$ cat src/rtl/led_pkg.sv
// Items shared by the button debouncer and the LED blinker: clock rate,
// debouncer state type and the millisecond-to-cycle conversion.
package led_pkg;

  localparam int unsigned CLOCK_FREQUENCY_HZ = 27_000_000;

  typedef enum logic [1:0] {
    IDLE,
    PRESS_CHK,
    HELD,
    RELEASE_CHK
  } btn_state_t;

  // Widened to 64 bits so the product cannot overflow for realistic clocks.
  function automatic int unsigned ms_to_cycles(input int unsigned freq, input int unsigned ms);
    longint unsigned prod;
    prod = longint'(freq) * longint'(ms);
    return 32'(prod / 64'd1000);
  endfunction

endpackage

$ cat src/rtl/sync_2ff.sv
// Two-flop synchroniser for one asynchronous bit, async active-low reset.
module sync_2ff (
  input  logic Clock,
  input  logic Reset_n,
  input  logic d,
  output logic q
);

  logic meta;

  always_ff @(posedge Clock or negedge Reset_n) begin
    if (!Reset_n) begin
      meta <= 1'b0;
      q    <= 1'b0;
    end else begin
      meta <= d;
      q    <= meta;
    end
  end

endmodule

$ cat src/rtl/button_debounce.sv
// Push-button conditioner: synchroniser, debounce FSM, press/long-press pulses
// and a wrapping mode index. Long-press support is compiled in by BUTTON_LONG_PRESS_EN.
module button_debounce
  import led_pkg::*;
#(
  parameter int unsigned CLOCK_FREQUENCY   = CLOCK_FREQUENCY_HZ,
  parameter int unsigned DEBOUNCE_MS       = 20,
  parameter int unsigned LONG_PRESS_MS     = 1000,
  parameter int unsigned NUM_MODES         = 4,
  parameter bit          BUTTON_ACTIVE_LOW = 1'b0,
  localparam int unsigned MODE_W           = $clog2(NUM_MODES)
) (
  input  logic              Clock,
  input  logic              Reset_n,
  input  logic              Button,
  output logic              Button_level,
  output logic              Press_pulse,
  output logic              Long_press_pulse,
  output logic [MODE_W-1:0] Mode_index
);

  localparam int unsigned DEBOUNCE_CYCLES = ms_to_cycles(CLOCK_FREQUENCY, DEBOUNCE_MS) - 1;
  localparam int unsigned CNT_W           = (DEBOUNCE_CYCLES > 0) ? $clog2(DEBOUNCE_CYCLES + 1) : 1;
  localparam logic [CNT_W-1:0]  CNT_MAX   = CNT_W'(DEBOUNCE_CYCLES);
  localparam logic [MODE_W-1:0] MODE_MAX  = MODE_W'(NUM_MODES - 1);

  logic       btn_in;
  logic       s;
  btn_state_t state;
  logic [CNT_W-1:0] cnt;

  assign btn_in = BUTTON_ACTIVE_LOW ? ~Button : Button;

  sync_2ff u_sync (
    .Clock   (Clock),
    .Reset_n (Reset_n),
    .d       (btn_in),
    .q       (s)
  );

`ifdef BUTTON_LONG_PRESS_EN
  localparam int unsigned LONG_CYCLES = ms_to_cycles(CLOCK_FREQUENCY, LONG_PRESS_MS) - 1;
  localparam int unsigned HCNT_W      = (LONG_CYCLES > 0) ? $clog2(LONG_CYCLES + 1) : 1;
  localparam logic [HCNT_W-1:0] HCNT_MAX = HCNT_W'(LONG_CYCLES);

  logic [HCNT_W-1:0] hcnt;
  logic              long_done;
`else
  assign Long_press_pulse = 1'b0;
`endif

  always_ff @(posedge Clock or negedge Reset_n) begin
    if (!Reset_n) begin
      state        <= IDLE;
      cnt          <= '0;
      Button_level <= 1'b0;
      Press_pulse  <= 1'b0;
      Mode_index   <= '0;
`ifdef BUTTON_LONG_PRESS_EN
      hcnt             <= '0;
      long_done        <= 1'b0;
      Long_press_pulse <= 1'b0;
`endif
    end else begin
      Press_pulse <= 1'b0;
`ifdef BUTTON_LONG_PRESS_EN
      Long_press_pulse <= 1'b0;
`endif
      case (state)
        IDLE: begin
          if (s) begin
            state <= PRESS_CHK;
            cnt   <= '0;
          end
        end
        PRESS_CHK: begin
          if (!s) begin
            state <= IDLE;
          end else if (cnt == CNT_MAX) begin
            state        <= HELD;
            Press_pulse  <= 1'b1;
            Button_level <= 1'b1;
            Mode_index   <= (Mode_index == MODE_MAX) ? '0 : Mode_index + MODE_W'(1);
`ifdef BUTTON_LONG_PRESS_EN
            hcnt      <= '0;
            long_done <= 1'b0;
`endif
          end else begin
            cnt <= cnt + CNT_W'(1);
          end
        end
        HELD: begin
`ifdef BUTTON_LONG_PRESS_EN
          if (hcnt != HCNT_MAX) hcnt <= hcnt + HCNT_W'(1);
          // Long press cannot coincide with a press event, so the mode clear is unconditional here.
          if (hcnt == HCNT_MAX && !long_done) begin
            Long_press_pulse <= 1'b1;
            long_done        <= 1'b1;
            Mode_index       <= '0;
          end
`endif
          if (!s) begin
            state <= RELEASE_CHK;
            cnt   <= '0;
          end
        end
        RELEASE_CHK: begin
`ifdef BUTTON_LONG_PRESS_EN
          if (hcnt != HCNT_MAX) hcnt <= hcnt + HCNT_W'(1);
`endif
          if (s) begin
            state <= HELD;
          end else if (cnt == CNT_MAX) begin
            state        <= IDLE;
            Button_level <= 1'b0;
          end else begin
            cnt <= cnt + CNT_W'(1);
          end
        end
        default: state <= IDLE;
      endcase
    end
  end

endmodule

$ cat config.mk
export PLATFORM = sky130hd
export DESIGN_NAME = button_debounce
export DESIGN_NICKNAME = d
export VERILOG_FILES = /design/src/rtl/led_pkg.sv /design/src/rtl/sync_2ff.sv /design/src/rtl/button_debounce.sv
export SDC_FILE = /design/constraint.sdc
export NUM_CORES = 1
export LEC_CHECK = 0
export ABC_AREA = 1
export BUFFER_PORTS_ARGS = -buffer_cell sky130_fd_sc_hd__buf_2
export CAP_MARGIN = 20
export CELL_PAD_IN_SITES_DETAIL_PLACEMENT = 1
export CELL_PAD_IN_SITES_GLOBAL_PLACEMENT = 2
export CORE_MARGIN = 3
export CORE_UTILIZATION = 34
export DETAILED_ROUTE_END_ITERATION = 10
export PLACE_DENSITY_LB_ADDON = 0.1
export SKIP_CTS_REPAIR_TIMING = 1
export SYNTH_ARGS = -nofsm -noshare
export SYNTH_HDL_FRONTEND = slang
export SYNTH_SLANG_ARGS = --single-unit
$ cat constraint.sdc
create_clock -name Clock -period 2 [get_ports Clock]
set_input_delay 0.4 -clock Clock [delete_from_list [all_inputs] [get_ports Clock]]
set_output_delay 0.4 -clock Clock [all_outputs]
set_load 0.01 [all_outputs]
; Yosys cells after proc, flatten, opt, wreduce, memory -nomap -nowiden
; Cells that the tools add are included.
[word_totals]
reg_bits = 28
out_inout_bits = 5
elab_cells = 50
inputBits = 3
[classes]
n_reduce_logical = 6
n_eq_ne = 13
addsub = 2
muxes = 22
[ops]
columns = op, count
row1 = 2-to-1 mux 20 bit, 5
row2 = one-hot mux 20 bit (4 select lines), 1
row3 = adder 20 x 1 -> 20 bit (second input constant), 1
row4 = equality test 20 bit (second input constant), 1
row5 = 2-to-1 mux 2 bit, 7
row6 = != test 2 bit (second input constant), 4
row7 = one-hot mux 2 bit (4 select lines), 1
row8 = AND reduction 4 bit, 2
row9 = 2-to-1 mux 1 bit, 7
row10 = equality test 2 bit (second input constant), 3
row11 = AND reduction 5 bit, 1
row12 = != test 2 x 1 -> 1 bit (second input constant), 2
row13 = != test 3 x 2 -> 1 bit (second input constant), 1
row14 = != test 3 bit (second input constant), 1
row15 = AND reduction 3 bit, 1
row16 = adder 2 x 1 -> 2 bit (second input constant), 1
row17 = equality test 2 x 1 -> 1 bit (second input constant), 1
row18 = logical NOT 2 bit, 1
row19 = one-hot mux 1 bit (2 select lines), 1
row20 = nonzero test 2 bit, 1

; Logic depth before layout (Yosys ltp)
[depth]
depth_word = 4
mapped_depth = 10
ltp_nobuf = 9

; By module
; From an unflattened synthesis, not the netlist that was laid out.
[hier_totals]
cells_unflattened = 246
hier_area_um2 = 1799.2
[by_module_without_submodules]
columns = mod, cells_each, seq_area_each_um2, instances, area_each_um2
row1 = button_debounce, 244, 650.6, 1, 1749.2
row2 = sync_2ff, 2, 50.0, 1, 50.0

; Least setup slack after synthesis
; Ideal clock, no wire load.
[synth_path]
path_type = flip-flop to flip-flop
start = reg cnt[0]
end = reg cnt[16]
period_less_slack_ns = 1.539
stages_incl_launch_ff = 10
required_ns = 1.874
path_buffers = 1
setup_time_ns = 0.126
arrival_ns = 1.413
slack_ns = 0.461
cell_sequence = dfrtp_1 ha_1 nand2_1 inv_1 nand4_1 nor2_2 nor2_4 inv_6 buf_12 o21ai_0
[synth_via]
elab_chain_cells = 4
word_cells_on_any_way = 6
cone_classes = add/sub (1) / eq/ne (1) / mux (4)
[synth_lines]
columns = item, line_no
row1 = "start, declared", button_debounce.sv:30  ; logic [CNT_W-1:0] cnt;
row2 = "start signal, assigned", button_debounce.sv:89  ; cnt <= cnt + CNT_W'(1);
row3 = "start signal, assigned", button_debounce.sv:117  ; cnt <= cnt + CNT_W'(1);
row4 = adder 20 x 1 -> 20 bit or equality test 20 bit (tied branches), n/a
row5 = 2-to-1 mux 20 bit *, "button_debounce.sv:79, button_debounce.sv:113"
row6 = 2-to-1 mux 20 bit (on tied branches), "button_debounce.sv:111, button_debounce.sv:77"
row7 = one-hot mux 20 bit (4 select lines) *, button_debounce.sv:69  ; case (state)
; Mark *: on every way between the ends. The rest lies on a longest branch, timed or not. The select of a mux whose other input is x is not followed.
; A chain may end at the register's enable or synchronous reset.

; Worst setup path in the final report
[layout_path]
start = reg cnt[10]
end = reg Mode_index[0]
[layout_via]
elab_chain_cells = 2
[layout_lines]
columns = item, line_no
row1 = equality test 20 bit, button_debounce.sv:79  ; end else if (cnt == CNT_MAX) begin
row2 = AND reduction 3 bit (no line), n/a
row3 = "end signal, assigned", button_debounce.sv:83  ; Mode_index <= (Mode_index == MODE_MAX) ? '0 : Mode_index + MODE_W'(1);
row4 = "end, declared", button_debounce.sv:19  ; output logic [MODE_W-1:0] Mode_index
; Every way passes these cells.

==> qor.yml <==
power:
  seqPwrFrac_pct: 52.6
  clkPwrFrac_pct: 41.4
  combPwrFrac_pct: 6.0
  ir_drop_v: 0.000224
  p_leak_nw: 0.848
  p_per_area_mw_per_mm2: 600
  internal_power_mw: 0.862
  switching_share_pct: 22.7
  switchingPower_mw: 0.254
finish:
  layout.nets: 258
  drive_above_1_share_pct: 8.73
  fillers: 608
  n_antenna_cell: 0
  register_area_sq_um: 701
  layoutNonFillerInstCount: 317
  area_growth_pct: 10.8
  multi_input_comb_area_sq_um: 818
job:
  max_cap_violations: 0
placed_design:
  place_hpwl_um: 3370
  place.gp.congestion: 0.845
  portBuffers: 6
  dp_cells: 313
grt:
  antenna_found_initial: 0
  overflow: 0
  grt_usage_pct: 16.5
  first_global_vias: 1496
  grt_pass1_wl_um: 7760
  grt_max_degree: 29
floorplanning:
  die_y_um: 76.3
  top_level_ports: 8
  core_sq_mm: 0.00456
  start_util_pct: 36.8
  die_width_um: 76.3
  die_area_sq_mm: 0.00582
  rows: 24
clocking:
  cts_inserted_buffers: 3
  clk_pin_slew_ns: 0.11
  cts_tree: "yes"
  clk_latency_ns: 0.28
  root_buffer: "clkbuf_8"
  h-tree-depth: 1
  clock-sinks: 28
  clockBufferDepth: 2
route:
  num_vias: 1481
  ant_nets: 0
  drcViolationCount: 0
  wl_per_cell_um: 14.0
  wirelength_um: 4430
  drtIter0Drc: 36
  post_drt_via_cell_ratio: 4.67
  drt_first_pass_iters: 4
setup_path:
  crit_fanout: 5
  path_class: "reg2reg"
  setup.worst_path.start_class: "flop"
  critPathArrivalTime_ns: 1.90
  worst_setup_path_end_kind: "flop"
  crit_required_ns: 2.18
logic_synthesis:
  synth_area_sq_mm: 0.00168
  ys_types: 25
  ys_seq_area_share_pct: 41.7
  yosysWarnings: 0
  synth_fp_nets: 245
  ys_ff_latch: 28
  syn_inst: 240
  syn_area_per_cell_sq_um: 7.00
sta:
  period_minus_slack_ns: 1.73
  rsz0062_at_grt: "false"
  clock.fmax_ghz: 0.579
  hold_violations: 0
  fin_setup_tns_ns: 0
  tightest_slew_ns: 0.658
  maxSlewHeadroom_pct: 56.1
  setup_viol: 0
  finalCritPeriodShare_pct: 86.3
  clock_skew_ns: 0.00232
  drv_slew: 0
worst_hold_path:
  min_path_type: "in2async"
status:
  outcome: "finished, final reports clean"
[power groups by stage]
stage | sequential (mW) | clock [mW] | combinational [mW]
after floorplan | 0.596 | 0 | 0.0455
after detailed placement | 0.598 | 0 | 0.0693
after global routing | 0.590 | 0.504 | 0.0775
final | 0.587 | 0.462 | 0.0674
after global placement | 0.597 | 0 | 0.0685
after CTS | 0.587 | 0.477 | 0.0695
[layout by cell type, fill, tap and decap left out, types with 6 or more instances in the layout]
master / Yosys / layout
nand3_1: 22 / 22
o21ai_0: 10 / 10
nand2_1: 82 / 82
nor2_1: 35 / 35
buf_2: 0 / 6
xor2_1: 7 / 7
o21ai_1: 7 / 7
buf_4: 1 / 7
inv_1: 25 / 25
dfrtp_1: 28 / 28
[sequential cells by signal, indices dropped and copies added (netlist names), named ones only]
register      count
state             1
Press_pulse       1
cnt              20
Button_level      1
u_sync.meta       1
Mode_index        2
u_sync.q          1
[kinds of logic after synthesis]
family | after synthesis | synth area share [%]
AO/OA/AOI/OAI | 19 | 5.81
XOR/XNOR | 8 | 4.17
adder cells (fa/ha/maj) | 2 | 1.49
buffers and inverters | 32 | 9.54
flip-flops | 28 | 41.7
other | 1 | 0.223
AND/OR/NAND/NOR | 150 | 37.0
[worst max-delay path, cell delays in order, from the launching register on]
cell     delay [ns]
dfrtp_1        0.45
nand2_1        0.09
nor2_1         0.23
nand3_1        0.15
nor2_2         0.23
nand2_1        0.21
o21ai_0        0.20
inv_1          0.06
[final timing paths]
check	start	end	slack, ns	depth (start not counted)
min in group Clock	Button	u_sync.meta	0.23	1
hold / removal	Reset_n	cnt[16]	0.14	1
max in group asynchronous	Reset_n	cnt[1]	1.44	1
hold reg to reg	u_sync.meta	u_sync.q	0.36	0
setup / recovery	cnt[10]	Mode_index[0]	0.27	7
setup reg to reg	cnt[10]	Mode_index[0]	0.27	7
[cells in the mapped netlist]
library cell / number / area, sq um
nor2_1: 35 / 131
or2_2: 1 / 6.26
ha_1: 2 / 25.0
nand2_1: 82 / 308
o21bai_1: 1 / 7.51
and2_1: 2 / 12.5
buf_1: 1 / 3.75
inv_6: 1 / 8.76
conb_1: 1 / 3.75
xnor2_1: 1 / 8.76
xor2_1: 7 / 61.3
dfrtp_1: 28 / 701
nor2_2: 1 / 6.26
a21oi_1: 1 / 5.00
o21ai_0: 10 / 50.1
buf_6: 2 / 22.5
nor2_4: 1 / 11.3
o21ai_1: 7 / 35.0
buf_4: 1 / 7.51
nand3_1: 22 / 110
nor3_1: 1 / 5.00
inv_2: 1 / 3.75
nand4_1: 5 / 31.3
inv_1: 25 / 93.8
buf_12: 1 / 20.0
[metrics by stage]
stage	setup WS, ns	hold slack (ns)	instance area, sq um	utilization [%]	total power, mW
2_1_floorplan	0.461	0.104	1680	-	0.641
3_3_place_gp	0.346	0.337	1790	39.2	0.665
3_5_place_dp	0.288	0.336	1790	39.2	0.667
4_1_cts	0.256	0.162	1860	40.8	1.13
5_1_grt	0.0152	0.184	1860	40.8	1.17
6_report	0.273	0.139	1860	40.8	1.12
[routing by layer]
metal | vias to the layer above | wire length (um) | GRT usage (%)
met4 | 0 | 19 | 3.26
met3 | 2 | 51 | 1.42
met1 | 704 | 2420 | 25.6
met5 | - | 0 | 0
met2 | 4 | 1940 | 25.0
li1 | 771 | - | -
[layout make-up]
cell class	count	share of cell area (%)
multi-input combinational	180	44.0
sequential	28	37.7
inverter	27	5.72
timing repair buffer	13	4.44
tap	65	4.37
clock buffer	3	2.22
clock inverter	1	1.61
Power figures use the tool's default switching activity.
